**config.mk**
```make
export PLATFORM = sky130hd
export DESIGN_NAME = phase_scheduler
export DESIGN_NICKNAME = d
export VERILOG_FILES = /design/src/rtl/phase_sched_pkg.sv /design/src/rtl/tick_gen.sv /design/src/rtl/phase_scheduler.sv
export SDC_FILE = /design/constraint.sdc
export NUM_CORES = 1
export LEC_CHECK = 0
export ABC_CLOCK_PERIOD_IN_PS = 7000
export BUFFER_PORTS_ARGS = -buffer_cell sky130_fd_sc_hd__buf_2
export CORE_MARGIN = 10
export CORE_UTILIZATION = 45
export DETAILED_ROUTE_END_ITERATION = 8
export HOLD_SLACK_MARGIN = 0.06
export SYNTH_ARGS = -nofsm -noshare
export SYNTH_HDL_FRONTEND = slang
export SYNTH_SLANG_ARGS = --single-unit
export TNS_END_PERCENT = 5
```
**constraint.sdc**
```tcl
create_clock -name clk -period 7 [get_ports clk]
set_input_delay 1.05 -clock clk [delete_from_list [all_inputs] [get_ports clk]]
set_output_delay 1.05 -clock clk [all_outputs]
set_load 0.01 [all_outputs]
```
**src/rtl/phase_sched_pkg.sv**
```systemverilog
// Shared types, lamp encodings and round-robin helper for the intersection phase scheduler.
package phase_sched_pkg;

    typedef enum logic [1:0] {
        S_INIT   = 2'd0,
        S_GREEN  = 2'd1,
        S_YELLOW = 2'd2,
        S_ALLRED = 2'd3
    } state_e;

    typedef enum logic [1:0] {
        MAIN = 2'd0,
        SEC  = 2'd1,
        PED  = 2'd2
    } phase_e;

    localparam logic [2:0] RED3 = 3'b100;
    localparam logic [2:0] YEL3 = 3'b010;
    localparam logic [2:0] GRN3 = 3'b001;
    localparam logic [1:0] PRED = 2'b10;
    localparam logic [1:0] PGRN = 2'b01;
    localparam logic [1:0] POFF = 2'b00;

    // Scan cur+1 then cur+2 (mod 3) for a pending phase; main is the fallback.
    function automatic phase_e next_phase(input phase_e cur, input logic [2:0] pend);
        phase_e nxt;
        nxt = MAIN;
        case (cur)
            MAIN: begin
                if (pend[1])      nxt = SEC;
                else if (pend[2]) nxt = PED;
            end
            SEC: begin
                if (pend[2]) nxt = PED;
            end
            default: begin
                if (!pend[0] && pend[1]) nxt = SEC;
            end
        endcase
        return nxt;
    endfunction

endpackage

```
**src/rtl/tick_gen.sv**
```systemverilog
// One-second tick divider; with PED_FLASH_EN it also provides a half-second on/off phase.
module tick_gen #(
    parameter int FPGAFREQ = 50_000_000
) (
    input  logic clk,
    input  logic rst_n,
    output logic tick_o
`ifdef PED_FLASH_EN
    ,
    output logic half_o
`endif
);

    localparam int CW = (FPGAFREQ > 1) ? $clog2(FPGAFREQ) : 1;

    logic [CW-1:0] cnt_q;
    logic [CW-1:0] cnt_d;

    assign tick_o = (cnt_q == CW'(FPGAFREQ - 1));

`ifdef PED_FLASH_EN
    // The tick wraps the counter to zero, so the first half of every second reads as "on".
    assign half_o = (cnt_q < CW'(FPGAFREQ / 2));
`endif

    always_comb begin
        cnt_d = tick_o ? '0 : cnt_q + CW'(1);
    end

    always_ff @(posedge clk or negedge rst_n) begin
        if (!rst_n) cnt_q <= '0;
        else        cnt_q <= cnt_d;
    end

endmodule

```
**src/rtl/phase_scheduler.sv**
```systemverilog
// Intersection phase scheduler: latched requests, round-robin phase selection, timed clearance.
// Define PED_FLASH_EN to flash the pedestrian green during pedestrian clearance.
module phase_scheduler
    import phase_sched_pkg::*;
#(
    parameter int FPGAFREQ   = 50_000_000,
    parameter int T_MINGREEN = 5,
    parameter int T_MAXGREEN = 18,
    parameter int T_YELLOW   = 3,
    parameter int T_ALLRED   = 2,
    parameter int T_PEDWALK  = 5
) (
    input  logic                              clk,
    input  logic                              nreset,
    input  logic [2:0]                        req,
    input  logic [1:0]                        ext,
    output logic [2:0]                        main_lights,
    output logic [2:0]                        sec_lights,
    output logic [1:0]                        pea_lights,
    output logic [2:0]                        pending,
    output logic [1:0]                        cur_phase,
    output logic [$clog2(T_MAXGREEN+1)-1:0]   sec_left
);

    localparam int SW = $clog2(T_MAXGREEN + 1);
    localparam logic [SW-1:0] GMIN = SW'(T_MINGREEN);
    localparam logic [SW-1:0] GMAX = SW'(T_MAXGREEN);
    localparam logic [SW-1:0] Y1   = SW'(T_YELLOW - 1);
    localparam logic [SW-1:0] A1   = SW'(T_ALLRED - 1);
    localparam logic [SW-1:0] P1   = SW'(T_PEDWALK - 1);

    state_e        state_q, state_d;
    phase_e        phase_q, phase_d;
    logic [2:0]    pend_q, pend_d;
    logic [SW-1:0] secLeft_q, secLeft_d;
    logic [SW-1:0] greenCnt_q, greenCnt_d;

    logic          tick;
    logic [SW-1:0] cntInc;
    logic [2:0]    greenMask;
    logic          exitGreen;
    logic          enterGreen;

`ifdef PED_FLASH_EN
    logic halfOn;
`endif

    tick_gen #(
        .FPGAFREQ(FPGAFREQ)
    ) u_tick (
        .clk   (clk),
        .rst_n (nreset),
        .tick_o(tick)
`ifdef PED_FLASH_EN
        ,
        .half_o(halfOn)
`endif
    );

    always_ff @(posedge clk or negedge nreset) begin
        if (!nreset) begin
            state_q    <= S_INIT;
            phase_q    <= MAIN;
            pend_q     <= 3'b000;
            secLeft_q  <= A1;
            greenCnt_q <= '0;
        end else begin
            state_q    <= state_d;
            phase_q    <= phase_d;
            pend_q     <= pend_d;
            secLeft_q  <= secLeft_d;
            greenCnt_q <= greenCnt_d;
        end
    end

    always_comb begin
        state_d    = state_q;
        phase_d    = phase_q;
        secLeft_d  = secLeft_q;
        greenCnt_d = greenCnt_q;
        exitGreen  = 1'b0;
        enterGreen = 1'b0;
        cntInc     = (greenCnt_q >= GMAX) ? GMAX : greenCnt_q + SW'(1);
        greenMask  = (state_q == S_GREEN) ? (3'b001 << phase_q) : 3'b000;
        pend_d     = pend_q | (req & ~greenMask);

        case (state_q)
            S_INIT: begin
                if (tick) begin
                    if (secLeft_q == '0) begin
                        enterGreen = 1'b1;
                        phase_d    = MAIN;
                    end else begin
                        secLeft_d = secLeft_q - SW'(1);
                    end
                end
            end
            S_GREEN: begin
                if (tick) begin
                    greenCnt_d = cntInc;
                    case (phase_q)
                        MAIN: exitGreen = (pend_q[1] | pend_q[2]) &&
                                          ((cntInc >= GMIN && !ext[0]) || cntInc >= GMAX);
                        SEC:  exitGreen = (cntInc >= GMIN && !ext[1]) || cntInc >= GMAX;
                        default: begin
                            exitGreen = (secLeft_q == '0);
                            secLeft_d = secLeft_q - SW'(1);
                        end
                    endcase
                    if (exitGreen) begin
                        state_d   = S_YELLOW;
                        secLeft_d = Y1;
                    end
                end
            end
            S_YELLOW: begin
                if (tick) begin
                    if (secLeft_q == '0) begin
                        state_d   = S_ALLRED;
                        secLeft_d = A1;
                    end else begin
                        secLeft_d = secLeft_q - SW'(1);
                    end
                end
            end
            default: begin
                if (tick) begin
                    if (secLeft_q == '0) begin
                        enterGreen = 1'b1;
                        phase_d    = next_phase(phase_q, pend_q);
                    end else begin
                        secLeft_d = secLeft_q - SW'(1);
                    end
                end
            end
        endcase

        // Entering a green clears that phase's request even if it is re-requested this cycle.
        if (enterGreen) begin
            state_d    = S_GREEN;
            greenCnt_d = '0;
            secLeft_d  = (phase_d == PED) ? P1 : '0;
            pend_d     = pend_d & ~(3'b001 << phase_d);
        end
    end

    always_comb begin
        main_lights = RED3;
        sec_lights  = RED3;
        pea_lights  = PRED;
        pending     = pend_q;
        cur_phase   = phase_q;
        sec_left    = secLeft_q;
        case (state_q)
            S_GREEN: begin
                case (phase_q)
                    MAIN:    main_lights = GRN3;
                    SEC:     sec_lights  = GRN3;
                    default: pea_lights  = PGRN;
                endcase
            end
            S_YELLOW: begin
                case (phase_q)
                    MAIN: main_lights = YEL3;
                    SEC:  sec_lights  = YEL3;
                    default: begin
`ifdef PED_FLASH_EN
                        pea_lights = halfOn ? PGRN : POFF;
`else
                        pea_lights = PRED;
`endif
                    end
                endcase
            end
            default: ;
        endcase
    end

endmodule
```
Word level (Yosys, flattened, before mapping)
Index checks and enable logic that the tools add are counted.
Widths: inputs -> output; s select.
- flip-flop bits (word level): 43
- output and inout bits: 18
- logic and storage cells: 97
- add/sub/neg operators: 3
- order comparisons: 3
- equality and inequality tests: 11
- shifts and indexed selects: 2
- multiplexer cells: 46
- bitwise logic cells: 6
- reductions and logical operators: 20
- operators by type and width (operator ; count):
    $mux 5 ; 12
    $add 26x1->26 const B ; 1
    $eq 26x26->1 const B ; 1
    $mux 2 ; 13
    $mux 26 ; 1
    $mux 3 ; 7
    $pmux 2 s2 ; 3
    $pmux 3 s2 ; 2
    $ge 5x5->1 const B ; 2
    $pmux 5 s2 ; 1
    $ne 3x2->1 const B ; 3
    $ne 4x3->1 const B ; 2
    $and 3x3->3 ; 2
    $mux 1 ; 6
    $not 3->3 ; 2
    $shl 1x2->3 const A ; 2
    $add 5x1->5 const B ; 1
    $ge 5x3->1 const B ; 1
    $logic_not 5->1 ; 1
    $reduce_and 5->1 ; 1
    $sub 5x1->5 const B ; 1
    $eq 2x1->1 const B ; 2
    $eq 2x2->1 const B ; 2
    $logic_and 1x1->1 ; 4
    12 further kinds ; 18

Logic depth before layout (Yosys ltp)
Gate-level depths: netlist (run 1).
- depth in word-level cells: 13
- mapped depth: 9
- depth with buffers taken out: 9

Modules after synthesis
Synthesis (run 1) repeated with hierarchy kept, for this count alone.
- cells, all modules: 290
- area total of the unflattened synthesis: 2670.1 um^2
- by module, submodules not included (module ; times used ; cells an instance ; area an instance (um^2) ; seq. area each (um^2)):
    tick_gen ; 1 ; 132 ; 1338.8 ; 650.6
    phase_scheduler ; 1 ; 158 ; 1331.3 ; 426.7

Worst setup path before layout (run 1)
OpenSTA, ideal clock, no wires.
- path type: register -> register
- start point: register greenCnt_q[0]
- end point: register secLeft_q[2] (netlist: sec_left[2])
- arrival: 2.373 ns
- required time: 6.876 ns
- slack: 4.503 ns
- cell stages (with the launch flop): 10
- clock period less this slack: 2.497 ns
- path through: dfrtp_1 inv_1 ha_1 or4_4 or3b_1 a22oi_1 o32a_2 a21boi_2 a41o_1 a211o_1
- word-level cells in the longest chain between the ends: 13
- elaborated cells on any way between the ends: 19
- RTL lines (what ; line ; source):
    start: declaration ; phase_scheduler.sv:36 ; logic [SW-1:0] greenCnt_q, greenCnt_d;
    start signal: assignment ; phase_scheduler.sv:72 ; greenCnt_q <= greenCnt_d;
    $add 5x1->5 or $ge 5x5->1 (tied branches) ; phase_scheduler.sv:83 ; cntInc = (greenCnt_q >= GMAX) ? GMAX : greenCnt_q + SW'(1);
    $mux 5 * ; phase_scheduler.sv:83 ;
    $ge 5x3->1 ; phase_scheduler.sv:103, phase_scheduler.sv:104 ;
    $logic_and 1x1->1 ; phase_scheduler.sv:103 ; ((cntInc >= GMIN && !ext[0]) || cntInc >= GMAX);
    $logic_or 1x1->1 ; phase_scheduler.sv:103 ;
    $logic_and 1x1->1 ; phase_scheduler.sv:102 ; MAIN: exitGreen = (pend_q[1] | pend_q[2]) &&
    $pmux 1 s2 * ; phase_scheduler.sv:101 ; case (phase_q)
    $mux 1 * ; phase_scheduler.sv:99 ; if (tick) begin
    $mux 1 * ; phase_scheduler.sv:87 ; case (state_q)
    $mux 5 ; phase_scheduler.sv:110 ; if (exitGreen) begin
    $mux 5 ; phase_scheduler.sv:99 ;
    $pmux 5 s2 ; phase_scheduler.sv:87 ;
    $mux 5 ; phase_scheduler.sv:139 ; if (enterGreen) begin
    end signal: assignment ; phase_scheduler.sv:71 ; secLeft_q <= secLeft_d;
    end: declaration ; phase_scheduler.sv:35 ; logic [SW-1:0] secLeft_q, secLeft_d;
Mark *: on every way between the ends. The rest lies on a longest branch, timed or not. The select of a mux whose other input is x is not followed.
A chain may end at the register's enable or synchronous reset.

Final worst setup path (run 1)
- start point: register secLeft_q[0] (netlist: sec_left[0])
- end point: register secLeft_q[2] (netlist: sec_left[2])
- word-level cells in the longest chain between the ends: 8
- elaborated cells on any way between the ends: 28
- RTL lines (what):
    parallel branches: the longest is 8 deep, another holds $sub 5x1->5
Parallel ways; which one is timed is not known. The select of a mux whose other input is x is not followed.

==> results of run 1 <==
-- registers in the layout (all words and copies together) (netlist names) --
register      flops
cur_phase         2
greenCnt_q        5
pending           3
sec_left          5
state_q           2
u_tick.cnt_q     26
-- cell type report --
cell class	count	area share, %
multi-input combinational	215	48.6
sequential	43	38.3
timing repair buffer	25	4.54
tap	72	3.20
clock buffer	6	2.58
inverter	13	1.73
clock inverter	1	1.07
-- stage by stage --
| step | hold WS [ps] | power [uW] | worst slack, ps | cells | instance area [sq um] |
|---|---|---|---|---|---|
| final | 496 | 443 | 3880 | 375 | 2810 |
| after global routing | 526 | 457 | 3500 | 375 | 2810 |
| after CTS | 496 | 449 | 3860 | 375 | 2810 |
| after detailed placement | 487 | 261 | 3860 | 368 | 2710 |
| after global placement | 469 | 261 | 3920 | 368 | 2710 |
| after floorplan | 455 | 254 | 4500 | 279 | 2530 |
-- cell usage in the layout, fill, tap and decap left out, types with 2 or more instances in the layout --
| cell | netlist | layout |
|---|---|---|
| a211oi_1 | 2 | 2 |
| a21oi_1 | 16 | 16 |
| a31oi_1 | 2 | 2 |
| and3_1 | 9 | 9 |
| and4_1 | 4 | 4 |
| buf_2 | 2 | 24 |
| clkbuf_8 | 0 | 5 |
| dfrtp_1 | 42 | 42 |
| ha_1 | 8 | 8 |
| inv_1 | 13 | 13 |
| nand2_1 | 24 | 24 |
| nand2b_1 | 3 | 3 |
| nand3_1 | 11 | 11 |
| nand4_1 | 8 | 8 |
| nand4b_1 | 2 | 2 |
| nor2_1 | 37 | 37 |
| nor2b_1 | 8 | 8 |
| nor3_1 | 8 | 7 |
| nor4b_1 | 3 | 3 |
| o21a_1 | 2 | 2 |
| o21ai_0 | 10 | 10 |
| o21ai_2 | 2 | 2 |
| o22ai_1 | 2 | 2 |
| o2bb2ai_1 | 2 | 2 |
| o31ai_1 | 2 | 2 |
| or3_1 | 3 | 3 |
| xnor2_1 | 13 | 13 |
| xor2_1 | 11 | 11 |
-- power by group through the flow --
stage | clock network, uW | logic, uW | registers (uW)
after floorplan | 0 | 0.730 | 253
after global placement | 0 | 7.52 | 253
after detailed placement | 0 | 7.51 | 253
after CTS | 193 | 7.50 | 248
after global routing | 200 | 8.34 | 248
final | 188 | 7.06 | 248
-- cells by family after synthesis --
| family | synth area share (%) |
|---|---|
| and+or+nand+nor | 27.3 |
| AOI/OAI and AO/OA | 13.8 |
| buffers and inverters | 3.56 |
| muxes | 0.396 |
| adders and majority gates | 3.96 |
| xor gates and xnor gates | 8.31 |
| DFF | 42.6 |
-- routing by layer --
layer | up-vias | track usage, % | share of wire (%)
met4 | 0 | 4.49 | 1.2
met2 | 41 | 22.1 | 46
met3 | 8 | 3.17 | 5.2
met1 | 969 | 16.7 | 47
met5 | - | 0 | 0
li1 | 1032 | - | -
-- synthesized netlist by cell type (2+ instances only) --
cell type / instances / area, sq um
o2bb2ai_1: 2 / 17.5
dfrtp_1: 42 / 1050
a31oi_1: 2 / 12.5
a211oi_1: 2 / 15.0
xor2_1: 11 / 96.3
clkbuf_1: 3 / 11.3
nand3_1: 11 / 55.1
nor2_1: 37 / 139
a21oi_1: 16 / 80.1
o21ai_0: 10 / 50.1
inv_1: 13 / 48.8
nand2b_1: 3 / 18.8
o31ai_1: 2 / 15.0
and3_1: 9 / 56.3
nand4_1: 8 / 50.1
nand2_1: 24 / 90.1
nor2b_1: 8 / 50.1
nor3_1: 8 / 40.0
ha_1: 8 / 100
nand4b_1: 2 / 17.5
o22ai_1: 2 / 12.5
buf_2: 2 / 10.0
o21ai_2: 2 / 17.5
or3_1: 3 / 18.8
xnor2_1: 13 / 114
o21a_1: 2 / 15.0
nor4b_1: 3 / 26.3
and4_1: 4 / 35.0
-- worst min-delay path by stage --
stage,depth (start not counted),slack [ps],from,endpoint
floorplan,1,450,u_tick.cnt_q[0]$_DFF_PN0_,u_tick.cnt_q[0]$_DFF_PN0_
global placement,1,470,u_tick.cnt_q[0]$_DFF_PN0_,u_tick.cnt_q[0]$_DFF_PN0_
detailed placement,1,490,u_tick.cnt_q[0]$_DFF_PN0_,u_tick.cnt_q[0]$_DFF_PN0_
CTS,1,500,u_tick.cnt_q[0]$_DFF_PN0_,u_tick.cnt_q[0]$_DFF_PN0_
global route,1,530,u_tick.cnt_q[0]$_DFF_PN0_,u_tick.cnt_q[0]$_DFF_PN0_
finish,1,500,u_tick.cnt_q[0]$_DFF_PN0_,u_tick.cnt_q[0]$_DFF_PN0_
==> results by group, run 1 <==
Setup path
  – Critical path's slowest cell: nor4b_2
  – CP required: 7180 ps
  – CP endpoint: sec_left[2]$_DFFE_PN0P_
  – Crit-path leading delay family: simple AND/OR/NAND/NOR gates
  – Crit. End Element: flop
  – Crit path largest cell delay: 600 ps
  – Crit Path Class: reg -> reg
  – CP Cell Sequence: inv_1, ha_1, nor4b_2, nand2_1, nor4_2, o21ai_0, a31oi_1, nor2b_1, a211o_1
  – CP arrival: 3300 ps
  – R2r endpoint: sec_left[2]$_DFFE_PN0P_
  – Critical R2R Launch: sec_left[0]$_DFFE_PN1P_
  – R2R Setup Slk: 3880 ps
  – Cell count along the critical path: 9
  – CP max FO: 7
  – Buffer and inverter count on the worst path: 1
  – Register-to-Register Path Depth: 9
  – Launch point of the worst path: sec_left[0]$_DFFE_PN1P_
  – Startpoint types: flop

STA
  – Max Clock Skew: 5.72 ps
  – # setup viols final: 0
  – Final setup TNS: 0 ps
  – Final worst-path cycle share: 44.5%
  – Final hold violations: 0
  – Final min period: 3120 ps
  – Max-slew violations: 0
  – RSZ-0062 raised after global routing: no
  – Worst Tran Pin Value: 977 ps
  – Max_slew headroom: 34.9%
  – Fmax achieved: 0.321 GHz

Routing
  – Total number of vias: 2050
  – Wire length per cell: 15.1 um
  – Final ANT Viol Nets: 0
  – Pre-Repair DR Iteration Count: 4
  – DRC violations left: 0
  – Iteration-0 DRC Markers: 113
  – Detailed Route WL: 5650 um
  – Vias/cell: 5.47

Global route
  – GRT Total Usage: 13.4%
  – Largest net degree at the start of global routing: 44
  – Initial antenna violation count: 0
  – Vias in the first global route: 2072
  – First-pass GRT wire length: 9820 um
  – Overflow after GRT: 0

Clock network
  – Num CTS Buffers: 5
  – Clock root cell: clkbuf_8
  – Clock buffer depth: 2
  – # hold bufs at CTS: 0
  – CTS tree: yes
  – H-tree depth: 2
  – Clk slew on worst S/H paths: 80 ps
  – Post-cts resize count: 0
  – Clock Sinks: 43
  – Clock Latency Late Sink: 290 ps
  – Setup bufs post-CTS: 0

Power
  – Switching pwr: 89.0 uW
  – Combinational share of power: 1.6%
  – Sequential Power Share: 56.0%
  – Pint: 354 uW
  – Sw Share: 20.1%
  – Share of power burned in the clock network: 42.4%
  – P_leak: 0.00134 uW
  – Max rail drop VDD: 0.0000882 V
  – PD cells: 158 nW/um^2

Synthesis
  – Post-synth top flop: dfrtp_1
  – Register area share after synthesis: 42.6%
  – Gate Count Post-Synth: 279
  – Mapped cell area: 2530 sq um
  – Syn Nets: 294
  – #FFs+latches synth: 43
  – Yosys cell types: 55
  – Synth warnings: 0
  – Async set-reset flop share out of synthesis: 100%
  – Synthesized area per cell: 9.07 sq um
  – EDFF count, synth: 0

Layout
  – Layout area overhead: 11.2%
  – Nets: 318
  – Share of cells above drive strength 1: 13.9%
  – Multi-input combinational cell area: 1370 sq um
  – Final Core Density: 51.4%
  – ANT cells: 0
  – Layout fillers: 529
  – FF+latch area: 1080 sq um

Outcome
  – Status: finished clean

Place
  – Routability cong.: 0.820
  – Hpwl dp: 4130 um
  – Count of input and output buffers: 24

Floorplanning
  – Die Span Y: 95.0 um
  – # IOs: 25
  – Core ar.: 5470 sq um
  – Starting density of the core: 46.2%
  – Row count: 27
  – Die X-Extent: 95.0 um
  – Die area: 9020 sq um

Job
  – Max Cap Violations: 0

Worst hold path
  – HP Class: reg -> reg
Note: power is estimated with default switching activity, not from simulation.
==> inputs of run 2 (changes only) <==
- ABC_CLOCK_PERIOD_IN_PS: 7000 -> 2670
- PLACE_DENSITY: not set -> 0.66
- clock period: 7 -> 2.67 ns (I/O delays scaled with it)
==> run 2 against run 1 <==
Clock skew rose by 10 ps. Register-to-register slack got worse by 3800 ps. Cell count rose by 2.9%. Power rose to 2.5 times the previous value. Worst hold slack got worse by 250 ps. First-iteration DRC count rose by 8.8%. Flip-flop and latch count did not move. Sequential power rose to 2.6 times the previous value. Clock-buffer cell count did not move. Utilization rose by 1.6 points. Die area did not move. Critical endpoint is now sec_left[0]$_DFFE_PN1P_. Largest power group unchanged.
==> results by group, run 2 (same netlist as run 1, synthesis figures left out) <==
Layout
  – Largest register FFs: 26 (unchanged)
  – Commonest non-fill, non-tap cell in the layout: dfrtp_1
  – Nets: 328 (+3.1%)
  – Final Core Density: 53.0% (+1.6 points)
  – Fin area: 2900 sq um (+3.2%)
  – Layout fillers: 534 (+0.95%)
  – ANT cells: 0 (unchanged)
  – Commonest non-fill, non-tap cells in the layout: dfrtp_1, nor2_1, nand2_1, buf_2, a21oi_1
  – Top reg by flops: u_tick.cnt_q
  – Non-filler cells in the finished layout: 386 (+2.9%)
  – Share of cells above drive strength 1: 18.2% (+4.3 points)
  – Layout area overhead: 14.7%

Routing
  – Total number of vias: 2138 (+4.3%)
  – Vias/cell: 5.54 (+1.3%)
  – Pre-Repair DR Iteration Count: 4 (unchanged)
  – Detailed Route WL: 5610 um (-0.73%)
  – DRC violations left: 0 (unchanged)
  – Iteration-0 DRC Markers: 123 (+8.8%)
  – Wire length per cell: 14.5 um (-3.6%)
  – Final ANT Viol Nets: 0 (unchanged)

Floorplanning
  – Die X-Extent: 95.0 um (unchanged)
  – Starting density of the core: 46.2% (unchanged)
  – # IOs: 25 (unchanged)
  – Row count: 27 (unchanged)
  – Core ar.: 5470 sq um (unchanged)
  – Die area: 9020 sq um (unchanged)
  – Die Span Y: 95.0 um (unchanged)

STA
  – RSZ-0062 raised after global routing: yes
  – # setup viols final: 0 (unchanged)
  – Max-slew violations: 0 (unchanged)
  – Fmax achieved: 0.391 GHz (+22%)
  – Max_slew headroom: 35.9% (+1.0 points)
  – Worst Tran Pin Value: 962 ps (-15.1 ps)
  – Hold WS: 247 ps (-248 ps)
  – Final min period: 2550 ps (-563 ps)
  – Final hold violations: 0 (unchanged)
  – Max Clock Skew: 15.8 ps (+10.1 ps)
  – Final worst-path cycle share: 95.7% (+51 points)

Setup path
  – CP max FO: 6 (-1)
  – Crit Path Class: reg -> reg
  – CP arrival: 2760 ps (-540 ps)
  – Crit. End Element: flop
  – Register-to-Register Path Depth: 9 (unchanged)
  – CP required: 2880 ps (-4300 ps)
  – Startpoint types: flop

Place
  – Count of input and output buffers: 24 (unchanged)
  – Placed cell count: 378 (+2.7%)
  – Routability cong.: 0.873 (+6.4%)
  – Hpwl dp: 4130 um (about the same)
  – Post-place instance area: 2790 sq um (+2.8%)

Clock network
  – # hold bufs at CTS: 0 (unchanged)
  – Clock Sinks: 43 (unchanged)
  – Clk slew on worst S/H paths: 90 ps (about the same)
  – Clock root cell: clkbuf_8
  – Num CTS Buffers: 5 (unchanged)
  – Clock Latency Late Sink: 300 ps (about the same)
  – Clock buffer depth: 2 (unchanged)
  – CTS tree: yes
  – Setup bufs post-CTS: 0 (unchanged)
  – H-tree depth: 2 (unchanged)
  – Post-cts resize count: 0 (unchanged)

Global route
  – Initial antenna violation count: 0 (unchanged)
  – Overflow after GRT: 0 (unchanged)
  – GRT Total Usage: 12.8% (-0.55 points)
  – Largest net degree at the start of global routing: 44 (unchanged)
  – First-pass GRT wire length: 9540 um (-2.8%)
  – Vias in the first global route: 2065 (-0.34%)

Power
  – Pwr Total: 1120 uW (+150%)
  – PD cells: 386 nW/um^2 (+140%)
  – Max rail drop VDD: 0.000215 V (+140%)
  – P_leak: 0.00139 uW (+3.9%)

Worst hold path
  – HP Class: in -> async

Job
  – Max Cap Violations: 0 (unchanged)

Outcome
  – Status: finished clean
-- run 2: worst paths after layout --
check / startpoint / to / slack, ps
worst max-delay path: greenCnt_q[0]$_DFFE_PN0P_ / sec_left[0]$_DFFE_PN1P_ / 120
max in group asynchronous: nreset / u_tick.cnt_q[11]$_DFF_PN0_ / 1820
worst min-delay path: nreset / greenCnt_q[4]$_DFFE_PN0P_ / 250
worst min register to register: u_tick.cnt_q[0]$_DFF_PN0_ / u_tick.cnt_q[0]$_DFF_PN0_ / 490
worst max register to register: greenCnt_q[0]$_DFFE_PN0P_ / sec_left[0]$_DFFE_PN1P_ / 120
min in group clk: req[2] / pending[2]$_DFF_PN0_ / 350
-- run 2: critical path, cell delays in order (launching register included) --
cell	delay [ps]
dfrtp_1	350
inv_1	50
ha_1	210
or4_4	410
or3b_1	360
a22oi_1	190
o32a_2	260
nand3_1	180
and4b_1	240
a211oi_1	220
-- run 2: area by class of cell --
| type | instances | area [sq um] | share of cell area (%) |
|---|---|---|---|
| clock buffer | 6 | 82.6 | 2.84 |
| clock inverter | 2 | 16.3 | 0.560 |
| inverter | 13 | 48.8 | 1.68 |
| multi-input combinational | 215 | 1390 | 47.7 |
| sequential | 43 | 1080 | 37.1 |
| tap | 72 | 90.1 | 3.10 |
| timing repair buffer | 35 | 203 | 6.98 |
-- run 2: report_power, final --
group | switching, uW | internal, uW
combinational | 14.3 | 4.18
sequential | 0.000000000000172 | 651
clock | 239 | 211
total | 254 | 866
-- run 2: per-stage QoR --
stage	TNS (ps)	setup WS, ps
after floorplan	0	173
after global placement	0	165
final	0	115
after global routing	-8.99	-8.99
after detailed placement	0	135
after CTS	0	124
-- run 2: metal layers --
metal	vias to the layer above	share of wire [%]	track usage (%)
li1	1055	-	-
met1	1047	48	16.1
met2	29	48	21.6
met3	7	3.8	3.01
met4	0	0.61	3.24
met5	-	0	0
==> inputs of run 3 (changes only) <==
- CORE_UTILIZATION: 45 -> 41
- CTS_CLUSTER_DIAMETER: not set -> 50
- PLACE_DENSITY: 0.66 -> not set
==> run 3 against run 2 <==
Critical endpoint is now sec_left[2]$_DFFE_PN0P_. Register-to-register slack got worse by 20 ps. Highest routed layer unchanged. First-iteration DRC count increased by 40%. Clock-buffer cell count increased by 1.
==> results by group, run 3 (same netlist as run 1, synthesis figures left out) <==
Power
  – PD cells: 370 nW/um^2 (-4.0%)
  – P_leak: 0.00139 uW (-0.10%)
  – Max rail drop VDD: 0.000253 V (+18%)

Floorplanning
  – Starting density of the core: 42.5% (-3.7 points)
  – Row count: 28 (+3.7%)
  – Die X-Extent: 98.6 um (+3.8%)
  – Die area: 9710 sq um (+7.7%)
  – # IOs: 25 (unchanged)
  – Die Span Y: 98.6 um (+3.8%)
  – Core ar.: 5960 sq um (+8.8%)

Global route
  – Largest net degree at the start of global routing: 44 (unchanged)
  – Initial antenna violation count: 0 (unchanged)
  – GRT Total Usage: 12.2% (-0.65 points)
  – First-pass GRT wire length: 10200 um (+6.4%)
  – Vias in the first global route: 2125 (+2.9%)
  – Overflow after GRT: 0 (unchanged)

STA
  – Final setup TNS: 0 ps (unchanged)
  – Worst Tran Pin Value: 963 ps (+1.37 ps)
  – Final worst-path cycle share: 96.4% (+0.67 points)
  – Final min period: 2570 ps (+18.0 ps)
  – Max Clock Skew: 4.12 ps (-11.7 ps)
  – Fmax achieved: 0.389 GHz (-0.70%)
  – Final hold violations: 0 (unchanged)
  – Final WS setup: 97.2 ps (-18.0 ps)
  – # setup viols final: 0 (unchanged)
  – Max_slew headroom: 35.8% (-0.091 points)
  – RSZ-0062 raised after global routing: no
  – Max-slew violations: 0 (unchanged)

Routing
  – Total number of vias: 2144 (+0.28%)
  – Detailed Route WL: 5810 um (+3.5%)
  – DRC violations left: 0 (unchanged)
  – Final ANT Viol Nets: 0 (unchanged)
  – Vias/cell: 5.50 (-0.75%)
  – Pre-Repair DR Iteration Count: 4 (unchanged)
  – Iteration-0 DRC Markers: 172 (+40%)
  – Wire length per cell: 14.9 um (+2.5%)

Worst hold path
  – HP Class: in -> async

Layout
  – Fin area: 2890 sq um (-0.60%)
  – Commonest non-fill, non-tap cells in the layout: dfrtp_1, nor2_1, nand2_1, buf_2, a21oi_1
  – Share of cells above drive strength 1: 17.1% (-1.0 points)
  – Commonest non-fill, non-tap cell in the layout: dfrtp_1
  – ANT cells: 0 (unchanged)
  – Non-filler cells in the finished layout: 390 (+1.0%)
  – Largest register FFs: 26 (unchanged)
  – Top reg by flops: u_tick.cnt_q
  – Layout fillers: 597 (+12%)
  – Nets: 329 (+0.30%)
  – Layout area overhead: 14.0%

Clock network
  – H-tree depth: 2 (unchanged)
  – CTS tree: yes
  – Num CTS Buffers: 5 (unchanged)
  – Clock Sinks: 43 (unchanged)
  – Clock root cell: clkbuf_8
  – # hold bufs at CTS: 0 (unchanged)
  – Clock Latency Late Sink: 290 ps (about the same)
  – Clock buffer depth: 2 (unchanged)
  – Clk slew on worst S/H paths: 80 ps (about the same)

Setup path
  – CP Cell Sequence: inv_1, ha_1, or4_4, or3b_1, a22oi_1, o32a_2, a21boi_2, a41o_1, a211o_1
  – Crit. End Element: flop
  – CP arrival: 2750 ps (about the same)
  – CP max FO: 6 (unchanged)
  – Buffer and inverter count on the worst path: 1 (unchanged)
  – Crit Path Class: reg -> reg
  – Crit-path leading delay family: compound AO/OA/AOI/OAI gates
  – Crit path largest cell delay: 420 ps (about the same)
  – Register-to-Register Path Depth: 9 (unchanged)
  – CP endpoint: sec_left[2]$_DFFE_PN0P_
  – CP required: 2850 ps (-30 ps)
  – R2R Setup Slk: 100 ps (-20 ps)
  – Startpoint types: flop
  – Critical path's slowest cell: or4_4
  – Critical R2R Launch: greenCnt_q[0]$_DFFE_PN0P_
  – R2r endpoint: sec_left[2]$_DFFE_PN0P_
  – Launch point of the worst path: greenCnt_q[0]$_DFFE_PN0P_
  – Cell count along the critical path: 9 (unchanged)

Place
  – Post-place instance area: 2800 sq um (+0.40%)
  – Count of input and output buffers: 24 (unchanged)
  – Hpwl dp: 4270 um (+3.4%)
  – Routability cong.: 0.850 (-2.6%)
  – Dpl ws: 126 ps (-8.53 ps)
  – Placed cell count: 382 (+1.1%)

Job
  – Max Cap Violations: 0 (unchanged)

Outcome
  – Status: finished clean
==> run 3: cell types whose count changed in the layout (fill, tap and decap cells not counted), sizes merged <==
cell      previous run  this run
clkbuf               6         7
buf                 35        36
clkinvlp             1         0
==> run 3: layer usage <==
layer | vias to the layer above | global-route usage, % | share of wire (%)
met5 | - | 0 | 0
met4 | 0 | 4.30 | 1.3
met3 | 7 | 2.30 | 4.0
met2 | 38 | 19.1 | 48
met1 | 1035 | 16.2 | 47
li1 | 1064 | - | -
==> run 3: what timing repair did <==
item | 4_1_cts | 5_1_grt
endpoints found under the setup margin | 0 | 2
resized for setup | 0 | 2
buffers inserted | 0 | 0
==> run 3: power by group <==
group | internal [uW] | total (uW) | switching, uW
clock network | 184 | 399 | 216
logic | 4.17 | 18.5 | 14.3
registers | 651 | 651 | 0.000000000000159
total | 839 | 1070 | 230
==> run 3: per-stage QoR <==
step / power [uW] / util (%) / hold slack (ps)
4_1_cts: 1090 / 48.3 / 294
2_1_floorplan: 666 / - / 105
5_1_grt: 1110 / 48.4 / 330
3_5_place_dp: 683 / 47.0 / 479
3_3_place_gp: 683 / 47.0 / 471
6_report: 1070 / 48.4 / 260
==> run 3: worst register-to-register path, delay by kind of cell, from the launching register on <==
family,cells,cell delay (ps)
compound gates,5,1070
fa+ha+maj,1,210
flops,1,350
buf+inv,1,60
simple gates,2,790
==> run 3: worst min-delay path by stage <==
stage,startpoint,cells after the start,end,slack [ps]
after floorplan,nreset,0,cur_phase[0]$_DFF_PN0_,100
after CTS,nreset,1,u_tick.cnt_q[13]$_DFF_PN0_,290
final,nreset,1,u_tick.cnt_q[14]$_DFF_PN0_,260
after detailed placement,u_tick.cnt_q[0]$_DFF_PN0_,1,u_tick.cnt_q[0]$_DFF_PN0_,480
after global routing,nreset,1,u_tick.cnt_q[16]$_DFF_PN0_,330
after global placement,u_tick.cnt_q[0]$_DFF_PN0_,1,u_tick.cnt_q[0]$_DFF_PN0_,470
==> run 3: layout make-up <==
class / count / area (sq um) / share of cell area (%)
Tap cell: 75 / 93.8 / 3.25
Inverter: 13 / 48.8 / 1.69
Timing Repair Buffer: 36 / 210 / 7.29
Multi-Input combinational cell: 215 / 1370 / 47.6
Clock buffer: 7 / 76.3 / 2.65
Sequential cell: 43 / 1080 / 37.3
Clock inverter: 1 / 5.00 / 0.173
